**src/rtl/mem_arbiter_pkg.sv**
```systemverilog
// Shared constants for the two-requester RAM arbiter: requester indices and
// access-type encodings.
package mem_arbiter_pkg;

    localparam logic REQ0     = 1'b0;
    localparam logic REQ1     = 1'b1;

    localparam logic OP_READ  = 1'b0;
    localparam logic OP_WRITE = 1'b1;

    // After a grant the other requester becomes the favoured one.
    function automatic logic other_req(input logic idx);
        return ~idx;
    endfunction

endpackage

```
**src/rtl/ram_1rw.sv**
```systemverilog
// Single-port synchronous RAM with a registered read; maps onto one block-RAM port.
module ram_1rw #(
    parameter int addr_width = 6,
    parameter int data_width = 6
) (
    input  logic                  clk,
    input  logic                  en,
    input  logic                  we,
    input  logic [addr_width-1:0] addr,
    input  logic [data_width-1:0] wdata,
    output logic [data_width-1:0] rdata
);

    logic [data_width-1:0] mem [1 << addr_width];

    // NOTE: the array has no reset branch; clearing it would prevent block-RAM
    // inference, and the arbiter never exposes unread contents as valid data.
    always_ff @(posedge clk) begin
        if (en) begin
            if (we) begin
                mem[addr] <= wdata;
            end else begin
                rdata <= mem[addr];
            end
        end
    end

endmodule

```
**src/rtl/mem_arbiter.sv**
```systemverilog
// Round-robin arbiter letting two requesters share one single-port RAM; read data
// comes back one cycle after grant on the requester's own rvalid/rdata pair.
module mem_arbiter
    import mem_arbiter_pkg::*;
#(
    parameter int addr_width = 6,
    parameter int data_width = 6
) (
    input  logic                  clk,
    input  logic                  rst,
    input  logic                  req0,
    input  logic                  we0,
    input  logic [addr_width-1:0] addr0,
    input  logic [data_width-1:0] wdata0,
    output logic                  gnt0,
    output logic                  rvalid0,
    output logic [data_width-1:0] rdata0,
    input  logic                  req1,
    input  logic                  we1,
    input  logic [addr_width-1:0] addr1,
    input  logic [data_width-1:0] wdata1,
    output logic                  gnt1,
    output logic                  rvalid1,
    output logic [data_width-1:0] rdata1
);

    logic                  pri_q, pri_d;
    logic                  rvalid0_q, rvalid0_d;
    logic                  rvalid1_q, rvalid1_d;
    logic [data_width-1:0] hold0_q, hold0_d;
    logic [data_width-1:0] hold1_q, hold1_d;

    logic                  ram_en;
    logic                  ram_we;
    logic [addr_width-1:0] ram_addr;
    logic [data_width-1:0] ram_wdata;
    logic [data_width-1:0] ram_rdata;

    // NOTE: every output gets a default before the branches, so no path leaves
    // it unassigned and no latch is inferred.
    always_comb begin
        gnt0 = 1'b0;
        gnt1 = 1'b0;
        if (!rst) begin
            if (req0 && (!req1 || pri_q == REQ0)) begin
                gnt0 = 1'b1;
            end else if (req1) begin
                gnt1 = 1'b1;
            end
        end
    end

    // Grants are one-hot, so the winner's request simply steers the RAM port.
    always_comb begin
        ram_en    = gnt0 | gnt1;
        ram_we    = (gnt1 ? we1 : we0) == OP_WRITE;
        ram_addr  = gnt1 ? addr1 : addr0;
        ram_wdata = gnt1 ? wdata1 : wdata0;
    end

    always_comb begin
        pri_d = pri_q;
        if (gnt0) begin
            pri_d = other_req(REQ0);
        end else if (gnt1) begin
            pri_d = other_req(REQ1);
        end
        rvalid0_d = gnt0 && (we0 == OP_READ);
        rvalid1_d = gnt1 && (we1 == OP_READ);
        hold0_d   = rvalid0_q ? ram_rdata : hold0_q;
        hold1_d   = rvalid1_q ? ram_rdata : hold1_q;
    end

    // NOTE: state flops use non-blocking assignments so every register samples
    // the pre-edge values, independent of statement order.
    always_ff @(posedge clk) begin
        if (rst) begin
            pri_q     <= REQ0;
            rvalid0_q <= 1'b0;
            rvalid1_q <= 1'b0;
            hold0_q   <= '0;
            hold1_q   <= '0;
        end else begin
            pri_q     <= pri_d;
            rvalid0_q <= rvalid0_d;
            rvalid1_q <= rvalid1_d;
            hold0_q   <= hold0_d;
            hold1_q   <= hold1_d;
        end
    end

    // The RAM's read register is shared; each port keeps its own copy of its last result.
    assign rvalid0 = rvalid0_q;
    assign rvalid1 = rvalid1_q;
    assign rdata0  = rvalid0_q ? ram_rdata : hold0_q;
    assign rdata1  = rvalid1_q ? ram_rdata : hold1_q;

    ram_1rw #(
        .addr_width(addr_width),
        .data_width(data_width)
    ) u_ram (
        .clk  (clk),
        .en   (ram_en),
        .we   (ram_we),
        .addr (ram_addr),
        .wdata(ram_wdata),
        .rdata(ram_rdata)
    );

endmodule

```
**config.mk**
```make
export PLATFORM = sky130hd
export DESIGN_NAME = mem_arbiter
export DESIGN_NICKNAME = d
export VERILOG_FILES = /design/src/rtl/mem_arbiter_pkg.sv /design/src/rtl/ram_1rw.sv /design/src/rtl/mem_arbiter.sv
export SDC_FILE = /design/constraint.sdc
export NUM_CORES = 1
export LEC_CHECK = 0
export CAP_MARGIN = 0
export CORE_MARGIN = 3
export CORE_UTILIZATION = 65
export DETAILED_ROUTE_END_ITERATION = 7
export GPL_TIMING_DRIVEN = 0
export PLACE_DENSITY = 0.92
export SKIP_CTS_REPAIR_TIMING = 1
export SYNTH_ARGS = -nofsm -noshare
export SYNTH_HDL_FRONTEND = slang
export SYNTH_SLANG_ARGS = --single-unit
```
**constraint.sdc**
```tcl
create_clock -name clk -period 8.4 [get_ports clk]
set_input_delay 0.84 -clock clk [delete_from_list [all_inputs] [get_ports clk]]
set_output_delay 0.84 -clock clk [all_outputs]
set_load 0.05 [all_outputs]
```
==> impl_metrics.ini <==
[outcome]
status = complete, but fails checks
violations = design-rule violations

[power]
p_leak_nw = 5.894
power_density_nw_per_um2 = 232.6
vdd_drop_max_mv = 0.1605

[sta]
tightestPinTransition_ns = 1.395
finalHoldViolCount = 0
relSlewSlack_pct = 6.638
setup_viol = 0
maxSlewViolCount = 0
rsz0062_at_grt = no
period_minus_slack_ns = 5.077
setup-tns-final_ns = 0
period_share_pct = 60.44
fmax_mhz = 197.0
fin_skew_ns = 0.01168

[critical_path]
cp_data_arrival_time_ns = 5.33
slowest_delay_ns = 0.65
cp-start-kind = primary input
endpoint_kind = flop
cp_cell_sequence = clkdlybuf4s50_1 -> nand2b_1 -> buf_6 -> o211ai_2 -> nand2_2 -> buf_2 -> buf_1 -> a2111o_1 -> o31ai_1 -> nand4_1 -> a2111o_1
required_ns = 8.66
cp_slowest_cell = o31ai_1
crit_fanout = 10
crit_type = in2reg
cpMostUsedCell = a2111o_1

[floorplan]
boundaryPins = 46
die-area_um2 = 26480
initial_core_util_pct = 67.03
rows = 56
fp.dieW_um = 162.7
die_h_um = 162.7
core_area_um2 = 23820

[synth]
synth_edf_count = 390
synthTopCellsByArea = edfxtp_1 73%, a21boi_0 3.3%, a22oi_1 3.1%
ys_async_sr_fraction_pct = 0
synth_area_um2 = 15970
synthMostInstantiatedCell = edfxtp_1
synth.yosys.seq_area_share_pct = 75.22
synthCells = 994
ys_ff_latch = 405
syn-num-nets = 1024
synth_flop_cell = edfxtp_1
ys_top_cells_by_count = 390 x edfxtp_1, 80 x nor2_1, 71 x a21boi_0
synth.top_cell.area_share_pct = 73.34
yosysUniqueCellTypes = 50
synth_area_leader_cell = edfxtp_1
syn_area_per_cell_um2 = 16.07
ys_warn_count = 0

[final_layout]
nFillCells = 1196
fin_nets = 1115
stdcell_area_um2 = 18160
final_layout_size_suffix_gt1_share_pct = 9.631
area_growth_pct = 13.75

[detailed_routing]
first_iter_violations = 2366
antenna_left = 0
drcViolationCount = 21
drt_pre_antenna_iters = 8
post_drt_wl_per_cell_um = 33.45
routed_wl_um = 47860
via_count = 10940
routed_via_density = 7.646

[global_routing]
grtUsageTotal_pct = 36.44
gr-total-overflow = 0
grt_pass1_wl_um = 69270
grt_max_degree = 52
grt_pass1_vias = 10540
antenna_found_initial = 0

[cts]
clk-insertion-delay-late_ns = 0.53
htree_levels = 2
tritoncts = done
clk_pin_slew_worst_paths_ns = 0.06
cts_root_buf = clkbuf_16
numCtsBuffers = 39
clock_sinks = 405
cts_max_path_buffers = 3

[place]
place_hpwl_um = 29560
io_buffers = 44
gp_congestion = 0.9874
placed_area_um2 = 16970

[flow_run]
max_cap_viol_count = 0

[worst_hold_path]
min_path_type = reg2reg
==> final timing paths <==
| check | depth (start not counted) | startpoint | endpoint | slack [ns] |
|---|---|---|---|---|
| setup / recovery | 11 | rst | u_ram.rdata[3] | 3.32 |
| hold / removal | 2 | pri_q | pri_q | 0.51 |
| setup reg to reg | 10 | pri_q | u_ram.rdata[3] | 3.97 |
| hold reg to reg | 2 | pri_q | pri_q | 0.51 |
==> worst max-delay path, delay by kind of cell <==
kind	cells	cell delay [ns]
AND/OR/NAND/NOR	3	0.80
AO/OA/AOI/OAI	4	2.18
buffers and inverters	4	1.49
==> routing by layer <==
metal | global-route usage [%] | part of all wire [%] | wire, um | vias to the layer above
met2 | 54.24 | 44 | 20970 | 1337
met5 | 0 | 0 | 0 | -
li1 | - | - | - | 4205
met4 | 20.53 | 7.1 | 3386 | 0
met1 | 46.11 | 31 | 14990 | 5086
met3 | 14.50 | 18 | 8519 | 314
==> sequential cells by signal (all words and copies together), names as in the netlist <==
signal / cells
u_ram.rdata: 6
hold1_q: 6
pri_q: 1
rvalid1: 1
rvalid0: 1
hold0_q: 6
u_ram.mem: 384
==> cells by family (layout without fill, tap and decap cells) <==
group | count (synthesis) | count (layout) | share of synthesized area, %
compound gates | 319 | 319 | 16.28
flops | 405 | 405 | 75.22
mux | 16 | 16 | 1.105
buf+inv | 63 | 180 | 1.755
other cells | 0 | 1 | 0
simple gates | 191 | 191 | 5.641
==> cells in the final DEF (no fill, tap or decap), types with 4 or more instances in the layout <==
cell and count:
a2111o_1 18, a2111oi_0 23, a21boi_0 71, a21boi_1 4, a221oi_1 14, a22o_1 45
a22oi_1 67, a31o_2 5, a31oi_1 9, and2_1 7, and2b_1 6, buf_1 4
buf_2 15, buf_4 4, clkbuf_1 49, clkbuf_16 41, clkdlybuf4s50_1 44, clkinv_1 4
dfxtp_1 15, edfxtp_1 390, inv_1 4, mux2_2 13, nand2_1 34, nand2_2 8
nand2b_1 6, nand3_1 21, nand4_1 6, nor2_1 80, nor2b_1 8, o21a_1 37
o31a_1 6, o31ai_1 7
==> final cells by class <==
cell class,count,area [um2],share of cell area (%)
tap,319,399.1,2.197
antenna,1,2.502,0.01378
multi-input combinational,526,3701,20.37
clock inverter,10,101.3,0.5579
sequential,405,12010,66.12
buffer,59,265.3,1.460
timing repair buffer,50,583.1,3.210
clock buffer,57,1086,5.979
inverter,4,15.01,0.08266
==> power by group <==
group          internal [W]  switching, W  leakage, nW  total [W]
Clock              0.000957      0.000712        0.571    0.00167
Combinational     0.0000896      0.000222         1.69   0.000312
Sequential          0.00224    0.00000319         3.64    0.00224
Total               0.00329      0.000937         5.89    0.00422
==> per-stage QoR <==
step	std cells	hold slack (ns)	util, %	total power (W)	setup WS, ns
after floorplan	994	0.4709	-	0.002440	5.210
after global placement	1357	0.4849	70.56	0.002556	3.140
after detailed placement	1363	0.4939	71.22	0.002573	3.089
after CTS	1430	0.5034	76.20	0.004188	3.644
after global routing	1430	0.5358	76.24	0.004294	3.382
final	1431	0.5097	76.25	0.004225	3.323
No activity file was read; power rests on OpenSTA's default activity.
